### config.mk
export PLATFORM = sky130hd
export DESIGN_NAME = pwdata_serializer_flat
export DESIGN_NICKNAME = d
export VERILOG_FILES = /design/src/rtl/pwdata_serializer_if.sv /design/src/rtl/pwdata_serializer.sv /design/src/flat_wrapper.sv
export SDC_FILE = /design/constraint.sdc
export NUM_CORES = 1
export LEC_CHECK = 0
export CAP_MARGIN = 10
export CELL_PAD_IN_SITES_DETAIL_PLACEMENT = 0
export CELL_PAD_IN_SITES_GLOBAL_PLACEMENT = 1
export CORE_UTILIZATION = 36
export CTS_BUF_LIST = sky130_fd_sc_hd__clkbuf_8 sky130_fd_sc_hd__clkbuf_16
export CTS_CLUSTER_DIAMETER = 50
export CTS_CLUSTER_SIZE = 14
export DETAILED_ROUTE_END_ITERATION = 12
export HOLD_SLACK_MARGIN = 0.06
export PLACE_DENSITY_LB_ADDON = 0.1
export SKIP_CTS_REPAIR_TIMING = 1
export SYNTH_ARGS = -nofsm -noshare
export SYNTH_HDL_FRONTEND = slang
export SYNTH_SLANG_ARGS = --single-unit
export TNS_END_PERCENT = 30
### constraint.sdc
create_clock -name clk -period 1.65 [get_ports clk]
set_input_delay 0.165 -clock clk [delete_from_list [all_inputs] [get_ports clk]]
set_output_delay 0.165 -clock clk [all_outputs]
set_load 0.01 [all_outputs]
### src/rtl/pwdata_serializer_if.sv
// Bundle between the bridge FSM (master) and the write-data serializer (slave).
// Carries the capture request, the APB beat handshake and the serializer status.
interface pwdata_serializer_if #(
  parameter int AHB_DW = 32,
  parameter int APB_DW = 8
);
  localparam int RATIO = AHB_DW / APB_DW;

  function automatic int cw_of(input int ratio);
    int r;
    r = 1;
    while ((1 << r) < ratio) r++;
    return r;
  endfunction

  localparam int CW = cw_of(RATIO);

  logic [AHB_DW-1:0] i_HWDATA;
  logic              i_start;
  logic [CW-1:0]     i_offset;
  logic [CW:0]       i_beats;
  logic              i_next;
  logic [APB_DW-1:0] o_PWDATA;
  logic              o_busy;
  logic              o_last;
  logic              o_done;
  logic              dbg_state;

  modport master (
    output i_HWDATA, i_start, i_offset, i_beats, i_next,
    input  o_PWDATA, o_busy, o_last, o_done, dbg_state
  );

  modport slave (
    input  i_HWDATA, i_start, i_offset, i_beats, i_next,
    output o_PWDATA, o_busy, o_last, o_done, dbg_state
  );
endinterface

### src/rtl/pwdata_serializer.sv
// Captures one AHB write word and presents it to APB as APB_DW-wide beats,
// starting at the addressed chunk and wrapping modulo RATIO.
module pwdata_serializer #(
  parameter int AHB_DW = 32,
  parameter int APB_DW = 8
) (
  input logic clk,
  input logic rst,
  pwdata_serializer_if.slave bus
);
  localparam int RATIO = AHB_DW / APB_DW;

  function automatic int cw_of(input int ratio);
    int r;
    r = 1;
    while ((1 << r) < ratio) r++;
    return r;
  endfunction

  localparam int CW = cw_of(RATIO);
  localparam logic [CW:0]   RATIO_W = (CW+1)'(RATIO);
  localparam logic [CW-1:0] IDX_MAX = CW'(RATIO - 1);

  // Handshake: i_start is taken only in IDLE with i_beats != 0; each i_next
  // in SEND retires the presented beat; o_done pulses the cycle after the last.
  typedef enum logic {IDLE = 1'b0, SEND = 1'b1} state_t;

  state_t            state;
  logic [AHB_DW-1:0] data_q;
  logic [CW-1:0]     idx;
  logic [CW:0]       rem;
  logic              busy_q;
  logic              last_q;
  logic              done_q;

  logic [CW:0]       beats_clamped;
  logic [CW-1:0]     idx_inc;
  logic [APB_DW-1:0] chunk;

  always_comb begin
    beats_clamped = (bus.i_beats > RATIO_W) ? RATIO_W : bus.i_beats;
    idx_inc       = (idx == IDX_MAX) ? '0 : idx + CW'(1);
  end

  // Explicit mux keeps the select in range even for non-power-of-2 RATIO.
  always_comb begin
    chunk = '0;
    for (int i = 0; i < RATIO; i++) begin
      if (idx == CW'(i)) chunk = data_q[i*APB_DW +: APB_DW];
    end
  end

  always_ff @(posedge clk or posedge rst) begin
    if (rst) begin
      state  <= IDLE;
      data_q <= '0;
      idx    <= '0;
      rem    <= '0;
      busy_q <= 1'b0;
      last_q <= 1'b0;
      done_q <= 1'b0;
    end else begin
      done_q <= 1'b0;
      case (state)
        IDLE: begin
          if (bus.i_start && (bus.i_beats != '0)) begin
            data_q <= bus.i_HWDATA;
            idx    <= bus.i_offset;
            rem    <= beats_clamped;
            busy_q <= 1'b1;
            last_q <= (beats_clamped == (CW+1)'(1));
            state  <= SEND;
          end
        end
        SEND: begin
          if (bus.i_next) begin
            if (rem > (CW+1)'(1)) begin
              idx    <= idx_inc;
              rem    <= rem - (CW+1)'(1);
              last_q <= (rem == (CW+1)'(2));
            end else begin
              rem    <= '0;
              busy_q <= 1'b0;
              last_q <= 1'b0;
              done_q <= 1'b1;
              state  <= IDLE;
            end
          end
        end
        default: state <= IDLE;
      endcase
    end
  end

  assign bus.o_PWDATA  = chunk;
  assign bus.o_busy    = busy_q;
  assign bus.o_last    = last_q;
  assign bus.o_done    = done_q;
  assign bus.dbg_state = state;
endmodule

### src/flat_wrapper.sv
// flat-port wrapper written by rule: the top's interface ports become plain ports
module pwdata_serializer_flat 
#(
  parameter int AHB_DW = 32,
  parameter int APB_DW = 8
)
  (clk, rst, bus_i_HWDATA, bus_i_start, bus_i_offset, bus_i_beats, bus_i_next, bus_o_PWDATA, bus_o_busy, bus_o_last, bus_o_done, bus_dbg_state);
  pwdata_serializer_if #(.AHB_DW(AHB_DW), .APB_DW(APB_DW)) bus_i ();
  input logic clk;
  input logic rst;
  input wire logic [$bits(bus_i.i_HWDATA)-1:0] bus_i_HWDATA;
  input wire logic [$bits(bus_i.i_start)-1:0] bus_i_start;
  input wire logic [$bits(bus_i.i_offset)-1:0] bus_i_offset;
  input wire logic [$bits(bus_i.i_beats)-1:0] bus_i_beats;
  input wire logic [$bits(bus_i.i_next)-1:0] bus_i_next;
  output wire logic [$bits(bus_i.o_PWDATA)-1:0] bus_o_PWDATA;
  output wire logic [$bits(bus_i.o_busy)-1:0] bus_o_busy;
  output wire logic [$bits(bus_i.o_last)-1:0] bus_o_last;
  output wire logic [$bits(bus_i.o_done)-1:0] bus_o_done;
  output wire logic [$bits(bus_i.dbg_state)-1:0] bus_dbg_state;
  assign bus_i.i_HWDATA = bus_i_HWDATA;
  assign bus_i.i_start = bus_i_start;
  assign bus_i.i_offset = bus_i_offset;
  assign bus_i.i_beats = bus_i_beats;
  assign bus_i.i_next = bus_i_next;
  assign bus_o_PWDATA = bus_i.o_PWDATA;
  assign bus_o_busy = bus_i.o_busy;
  assign bus_o_last = bus_i.o_last;
  assign bus_o_done = bus_i.o_done;
  assign bus_dbg_state = bus_i.dbg_state;
  pwdata_serializer #(.AHB_DW(AHB_DW), .APB_DW(APB_DW)) u_core (.clk(clk), .rst(rst), .bus(bus_i));
endmodule
# ---- Word level (Yosys, flattened, before mapping)
# Cells that the tools add are included.
dict set report word_totals {
  register_bits 41
  latch_bits 0
  mem_bits_rw 0
  mem_bits_ro 0
  inputBits 41
  wordCells 57
  n_memories 0
}
dict set report classes {
  n_addsub 2
  mul 0
  n_div 0
  magnitude_cmp 2
  eq_ne 9
  shifts 0
  mux 29
  bitwise_logic 1
  reduce_logical 7
}
# op count
set op_table {}
lappend op_table {{$mux W8} 4}
lappend op_table {{$mux W1} 12}
lappend op_table {{$mux W3} 4}
lappend op_table {{$mux W2} 4}
lappend op_table {{$ne A2 B2 Y1 const B} 3}
lappend op_table {{$pmux W1 S2} 3}
lappend op_table {{$pmux W3 S2} 1}
lappend op_table {{$reduce_and A3 Y1} 2}
lappend op_table {{$eq A2 B2 Y1 const B} 2}
lappend op_table {{$pmux W2 S2} 1}
lappend op_table {{$reduce_and A2 Y1} 2}
lappend op_table {{$eq A3 B1 Y1 const B} 1}
lappend op_table {{$eq A3 B2 Y1 const B} 1}
lappend op_table {{$gt A3 B1 Y1 const B} 1}
lappend op_table {{$gt A3 B3 Y1 const B} 1}
lappend op_table {{$reduce_bool A3 Y1} 1}
lappend op_table {{$sub A3 B1 Y3 const B} 1}
lappend op_table {{$add A2 B1 Y2 const B} 1}
lappend op_table {{$eq A2 B1 Y1 const B} 1}
lappend op_table {{$logic_not A2 Y1} 1}
lappend op_table {{$ne A2 B1 Y1 const B} 1}
lappend op_table {{$logic_and A1 B1 Y1} 1}
lappend op_table {{$not A1 Y1} 1}

# ---- Logic depth before layout (Yosys ltp)
# Gate-level depths: netlist of the first run.
dict set report logic_depth {
  ltp_word 5
  mapped_depth 7
  mapped_depth_nobuf 6
}

# ---- Worst setup path before layout of the first run
# Ideal clock, no wire load.
dict set report synth_timing {
  path_type {reg-to-output}
  startpoint {register u_core.idx[0]}
  endpoint {output bus_o_PWDATA[5]}
  arrival_time_ns 1.388
  required_time_ns 1.485
  setup_slack_ns 0.097
  path_stages_with_launch 7
  n_path_buf 1
  cell_sequence {dfrtp_1 -> ha_1 -> buf_2 -> nand3b_1 -> a21oi_1 -> a21oi_1 -> o21ai_0}
}
dict set report synth_between {
  elab_chain_cells 5
  elab_cells_between_ends 8
  classes_between {3 x eq/ne; 4 x mux; 1 x reduce/logical}
}
# element line_no
set synth_lines {}
lappend synth_lines {{from (decl)} pwdata_serializer.sv:30} ;# logic [CW-1:0] idx;
lappend synth_lines {{from (signal assigned)} pwdata_serializer.sv:68} ;# idx <= bus.i_offset;
lappend synth_lines {{from (signal assigned)} pwdata_serializer.sv:78} ;# idx <= idx_inc;
lappend synth_lines {{$logic_not A2 Y1} pwdata_serializer.sv:49} ;# if (idx == CW'(i)) chunk = data_q[i*APB_DW +: APB_DW];
lappend synth_lines {{$mux W8 (3 in a row)} pwdata_serializer.sv:49}
lappend synth_lines {{$mux W8 (*)} pwdata_serializer.sv:49}
lappend synth_lines {{to (decl)} flat_wrapper.sv:16} ;# output wire logic [$bits(bus_i.o_PWDATA)-1:0] bus_o_PWDATA;
# Mark *: on every way between the ends. The rest lies on a longest branch, timed or not.

# ---- Final worst setup path of the first run
# Same ends and word-level chain as after synthesis.

==> results of run 1 <==
where the power goes:
group / internal, mW / total, mW / switching, mW / leakage [nW]
Sequential: 1.48 / 1.81 / 0.331 / 0.503
Clock: 0.439 / 0.773 / 0.334 / 0.0540
Combinational: 1.10 / 2.31 / 1.20 / 0.834
per-layer routing:
metal,track usage,vias to the layer above,wire [um]
li1,-,937,-
met1,0.229,790,2470
met2,0.255,42,1970
met3,0.0372,7,232
met4,0.0667,0,80
met5,0,-,0
critical path: cells and delay by family, from the launching register on:
kind,cells,cell delay (ps)
AOI/OAI and AO/OA,3,350
DFF,1,470
and+or+nand+nor,1,190
buffers and inverters,1,150
adders and majority gates,1,220
layout make-up:
class / count / area [um2]
Inverter: 9 / 36.3
Tap cell: 72 / 90.1
Sequential cell: 41 / 1030
Fill cell: 533 / 2660
Clock buffer: 5 / 68.8
Timing Repair Buffer: 66 / 611
Clock inverter: 2 / 35.0
Multi-Input combinational cell: 192 / 1050
kinds of logic after synthesis:
kind of cell / count (synthesis) / share of synthesized area
buf+inv: 21 / 0.0516
simple gates: 139 / 0.287
mux: 4 / 0.0190
compound gates: 42 / 0.115
fa+ha+maj: 7 / 0.0415
flops: 41 / 0.486
layout by cell type, fill, tap and decap left out, types with 7 or more instances in the layout:
cell type          n
a21oi_1           13
a21oi_2            9
buf_2              8
buf_4             12
clkdlybuf4s50_1   44
dfrtp_1           39
inv_1              7
nand2_1          115
nand3b_1           8
nor2_1             8
o21ai_0            8
flip-flops by register name, indices dropped and copies added, names as in the netlist:
| register | flops |
|---|---|
| u_core.data_q | 32 |
| u_core.rem | 3 |
| u_core.idx | 2 |
| u_core.bus.dbg_state | 1 |
| u_core.bus.o_busy | 1 |
| u_core.bus.o_done | 1 |
| u_core.bus.o_last | 1 |
stage by stage:
| step | util | cells | setup WS [ps] |
|---|---|---|---|
| global placement | 0.498 | 380 | -447 |
| floorplan | - | 254 | 97.0 |
| finish | 0.523 | 387 | -184 |
| detailed placement | 0.498 | 380 | -445 |
| CTS | 0.517 | 387 | -803 |
| global route | 0.523 | 387 | -259 |
worst paths after layout:
path,startpoint,endpoint
setup reg to reg,u_core.rem[0]$_DFFE_PP0P_,u_core.rem[1]$_DFFE_PP0P_
hold / removal,rst,u_core.data_q[30]$_DFFE_PP0P_
max in group asynchronous,rst,u_core.data_q[31]$_DFFE_PP0P_
min in group clk,bus_i_HWDATA[20],u_core.data_q[20]$_DFFE_PP0P_
setup / recovery,u_core.idx[0]$_DFFE_PP0P_,bus_o_PWDATA[5]
hold reg to reg,u_core.data_q[26]$_DFFE_PP0P_,u_core.data_q[26]$_DFFE_PP0P_
==> run_results.csv, run 1 <==
group,metric,value,unit
run_status,status,"complete, but fails checks",
run_status,violations,"setup timing",
critical_path,worst_setup_path_start_kind,"flip-flop",
layout,drive_gt1_frac,0.165,
clock_tree,htree_num_levels,2,
synthesis,synth-seq-area-share,0.486,
critical_path,reg2reg_slack,130,ps
critical_path,path_class,"flip-flop to output port",
job,drv_cap,0,
floorplan,start_util,0.379,
synthesis,synth-seq-cells,41,
sta,whs,224,ps
synthesis,ys_types,27,
layout,areaGrowthSynthToFinish,38.1,%
clock_tree,cts_root_buf,"clkbuf_8",
synthesis,synthArstFlopShare,1.00,
drt,drc,0,
synthesis,netlist_area,2110,um2
synthesis,synth.avg_cell_area,8.31,um2
drt,ant_nets,0,
critical_path,required,1480,ps
floorplan,rows,27,
layout,layout.nets,363,
synthesis,synth_most_common_cell,"nand2_1",
critical_path,reg2reg_depth,5,
worst_hold_path,min_path_type,"input port to async pin",
global_route,antenna_found_initial,0,
synthesis,synth_enable_flop_cells,0,
synthesis,ys_warn_count,0,
layout,n_antenna_cell,0,
sta,clock_skew,3.73,ps
critical_path,cp_slowest_cell,"dfrtp_2",
floorplan,pin_count,53,
drt,viasPerCell,4.59,
sta,max_freq,0.545,GHz
sta,slew_viol_final,0,
critical_path,crit_fanout,16,
clock_tree,cts_num_sinks,41,
sta,hold_viol_final,0,
drt,drtPass1Iterations,4,
floorplan,die_h,78.6,um
synthesis,synth_ff_type,"dfrtp_1",
power,p_leak,1.39,nW
critical_path,max_stage_delay,470,ps
sta,maxSlewHeadroom,0.793,
global_route,grtUsageTotal,0.167,
synthesis,ys_top_cells_by_area,"dfrtp_1 49%, nand2_1 20%, a21oi_1 5.0%",
drt,dr_total_vias,1776,
clock_tree,clk_latency,290,ps
global_route,grt_max_degree,42,
sta,setup_tns,-1050,ps
floorplan,die_w,78.6,um
clock_tree,clkSlewWorstSetupHoldPaths,80,ps
critical_path,path_cells,"ha_4, nand3b_1, a21oi_2, a21oi_2, o21ai_0, buf_2",
sta,fin_ws,-184,ps
synthesis,yosysTopAreaCellShare,0.486,
critical_path,crit_arrival,1670,ps
power,power,4.89,mW
place,placed_area,2780,um2
place,dp_hpwl,3.51,mm
synthesis,yosysTopAreaCell,"dfrtp_1",
sta,period_needed,1830,ps
synthesis,synth_cells,254,
sta,finalSetupViolations,8,
critical_path,end_kind,"output port",
sta,worst_pin_slew,311,ps
layout,stdcell_area,2920,um2
place,portBuffers,52,
power,power_density,1680,nW/um2
drt,drt_iter0_drc,86,
sta,period_share,1.11,
clock_tree,numCtsBuffers,5,
global_route,gr-total-overflow,0,
floorplan,coreArea,5570,um2
clock_tree,tritoncts,"done",
sta,rsz0062_at_grt,"true",
global_route,grt_pass1_wl,8.00,mm
clock_tree,clockBufferDepth,2,
floorplan,die-area,6170,um2
drt,avgRoutedWirePerCell,12.3,um
drt,routed_wl,4.75,mm
global_route,first_global_vias,1753,
critical_path,cpMostUsedCell,"a21oi_2",
power,vdd_drop_max,730,uV
synthesis,synth_fp_nets,302,
place,place_congestion,0.800,
synthesis,ys_top_cells_by_count,"115 x nand2_1, 41 x dfrtp_1, 21 x a21oi_1",
Note: power is estimated with default switching activity, not from simulation.
==> run 2, diff against run 1 <==
- CORE_UTILIZATION: 36 -> 49
- DONT_BUFFER_PORTS: unset -> 1
- clock period: 1.65 -> 2.18 ns (I/O delays scaled with it)
==> run 2 against run 1 <==
Against the previous run: final cell count down 14%; via count down 5.2%; worst hold slack worse by 190 ps; largest power group is now registers; the run now ends clean; first-iteration DRC count decreased by 9.3%.
==> run_results.csv, run 2 (synthesis results as in run 1) <==
group,metric,value,unit
run_status,status,"finished clean",
critical_path,path_cells,"inv_1, ha_1, nand3b_1, a21oi_1, a21oi_1, o21ai_0",
clock_tree,cts_num_sinks,41,
sta,maxSlewHeadroom,0.633,
layout,largest_reg_flops,32,
worst_hold_path,hold_end,"u_core.data_q[12]$_DFFE_PP0P_",
place,dp_hpwl,3.16,mm
layout,drive_gt1_frac,0.0674,
clock_tree,cts_root_buf,"clkbuf_8",
place,post-place-ws,326,ps
clock_tree,htree_num_levels,2,
power,power_density,1270,nW/um2
clock_tree,tritoncts,"done",
floorplan,coreArea,4060,um2
critical_path,cpMostUsedCell,"a21oi_1",
place,portBuffers,0,
place,placedCellCount,295,
critical_path,crit_fanout,8,
drt,ant_nets,0,
layout,layout.nets,330,
critical_path,worst_path_dominant_cell_family,"compound AO/OA/AOI/OAI gates",
critical_path,required,1960,ps
sta,worst_pin_slew,550,ps
sta,period_share,0.946,
power,p_leak,1.23,nW
clock_tree,clockBufferDepth,2,
floorplan,die_h,67.6,um
critical_path,worst_setup_path_start_kind,"flip-flop",
critical_path,path_class,"flip-flop to output port",
drt,wl_met1,2.23,mm
layout,fillers,365,
sta,max_freq,0.485,GHz
layout,final_cell_mix,"115 x nand2_1, 41 x dfrtp_1, 30 x dlygate4sd3_1",
place,place_congestion,0.830,
layout,reg.largest.list,"u_core.data_q: 32 flops, u_core.rem: 3 flops, u_core.idx: 2 flops",
power,vdd_drop_max,628,uV
critical_path,max_stage_delay,420,ps
clock_tree,clkSlewWorstSetupHoldPaths,80,ps
worst_hold_path,hold_start,"bus_i_HWDATA[12]",
floorplan,pin_count,53,
layout,layout_commonest_cell,"nand2_1",
worst_hold_path,min_path_type,"input port to flip-flop",
critical_path,r2r-end,"u_core.rem[1]$_DFFE_PP0P_",
sta,hold_viol_final,0,
sta,slew_viol_final,0,
sta,rsz0062_at_grt,"true",
floorplan,die_w,67.6,um
global_route,grt_max_degree,42,
drt,drc,0,
drt,avgRoutedWirePerCell,13.7,um
critical_path,crit_arrival,1840,ps
worst_hold_path,holdPathStages,2,
global_route,grtUsageTotal,0.208,
job,drv_cap,0,
sta,finalSetupViolations,0,
global_route,antenna_found_initial,0,
drt,dr_total_vias,1684,
drt,wl_met3,219,um
floorplan,die-area,4570,um2
clock_tree,clk_latency,290,ps
critical_path,reg2reg_depth,6,
layout,final_cells,332,
drt,viasPerCell,5.07,
global_route,first_global_vias,1500,
critical_path,end_kind,"output port",
layout,n_antenna_cell,0,
sta,period_needed,2060,ps
floorplan,rows,23,
layout,areaGrowthSynthToFinish,19.2,%
layout,top_register,"u_core.data_q",
global_route,grt_pass1_wl,6.77,mm
drt,wl_met2,2.05,mm
critical_path,cp_slowest_cell,"dfrtp_1",
global_route,gr-total-overflow,0,
clock_tree,numCtsBuffers,5,
floorplan,start_util,0.520,
drt,drt_iter0_drc,78,
sta,clock_skew,7.41,ps
sta,fin_ws,118,ps
drt,topRoutingLayerUsed,"met4",
drt,drtPass1Iterations,4,
critical_path,crit_buf_inv,1,
power,power,3.19,mW
critical_path,reg2reg_slack,600,ps
critical_path,r2r_start,"u_core.rem[1]$_DFFE_PP0P_",
drt,routed_wl,4.56,mm
-- run 2: layout make-up --
type                            count  area, um2  share of cell area
Tap cell                           50       62.6              0.0249
Timing Repair Buffer               33        323               0.128
Multi-Input combinational cell    192        981               0.390
Clock buffer                        6       82.6              0.0328
Sequential cell                    41       1030               0.408
Inverter                            9       33.8              0.0134
Clock inverter                      1       7.51             0.00298
-- run 2: routing by layer --
metal,up-vias,global-route usage
li1,870,-
met1,777,0.267
met2,31,0.327
met3,6,0.0693
met4,0,0.0718
met5,-,0
-- run 2: worst max-delay path by stage --
stage                                   start               to  slack (ps)  cells after the start
floorplan           u_core.idx[0]$_DFFE_PP0P_  bus_o_PWDATA[5]         570                      6
global placement    u_core.idx[1]$_DFFE_PP0P_  bus_o_PWDATA[0]         370                      6
detailed placement  u_core.idx[1]$_DFFE_PP0P_  bus_o_PWDATA[1]         330                      6
CTS                 u_core.idx[1]$_DFFE_PP0P_  bus_o_PWDATA[1]         -10                      6
global route        u_core.idx[0]$_DFFE_PP0P_  bus_o_PWDATA[4]         -10                      6
finish              u_core.idx[0]$_DFFE_PP0P_  bus_o_PWDATA[4]         120                      6
-- run 2: worst register-to-register path, delay by kind of cell, from the launching register on --
family                     cells  cell delay, ps
buffers and inverters          1              80
AOI/OAI and AO/OA              2             410
and+or+nand+nor                2             430
adders and majority gates      1             190
DFF                            1             400
-- run 2: power by group --
part / internal [mW] / total, mW / switching (mW)
combinational: 0.525 / 1.30 / 0.770
sequential: 1.12 / 1.39 / 0.273
clock: 0.250 / 0.501 / 0.251
total: 1.89 / 3.19 / 1.29
-- run 2: through the flow --
stage	area, um2	hold slack, ps	TNS (ps)	util
5_1_grt	2520	61.1	-9.81	0.620
4_1_cts	2210	-50.2	-13.0	0.545
3_3_place_gp	2120	273	0	0.523
2_1_floorplan	2110	323	0	-
6_report	2520	35.9	0	0.620
3_5_place_dp	2120	269	0	0.523
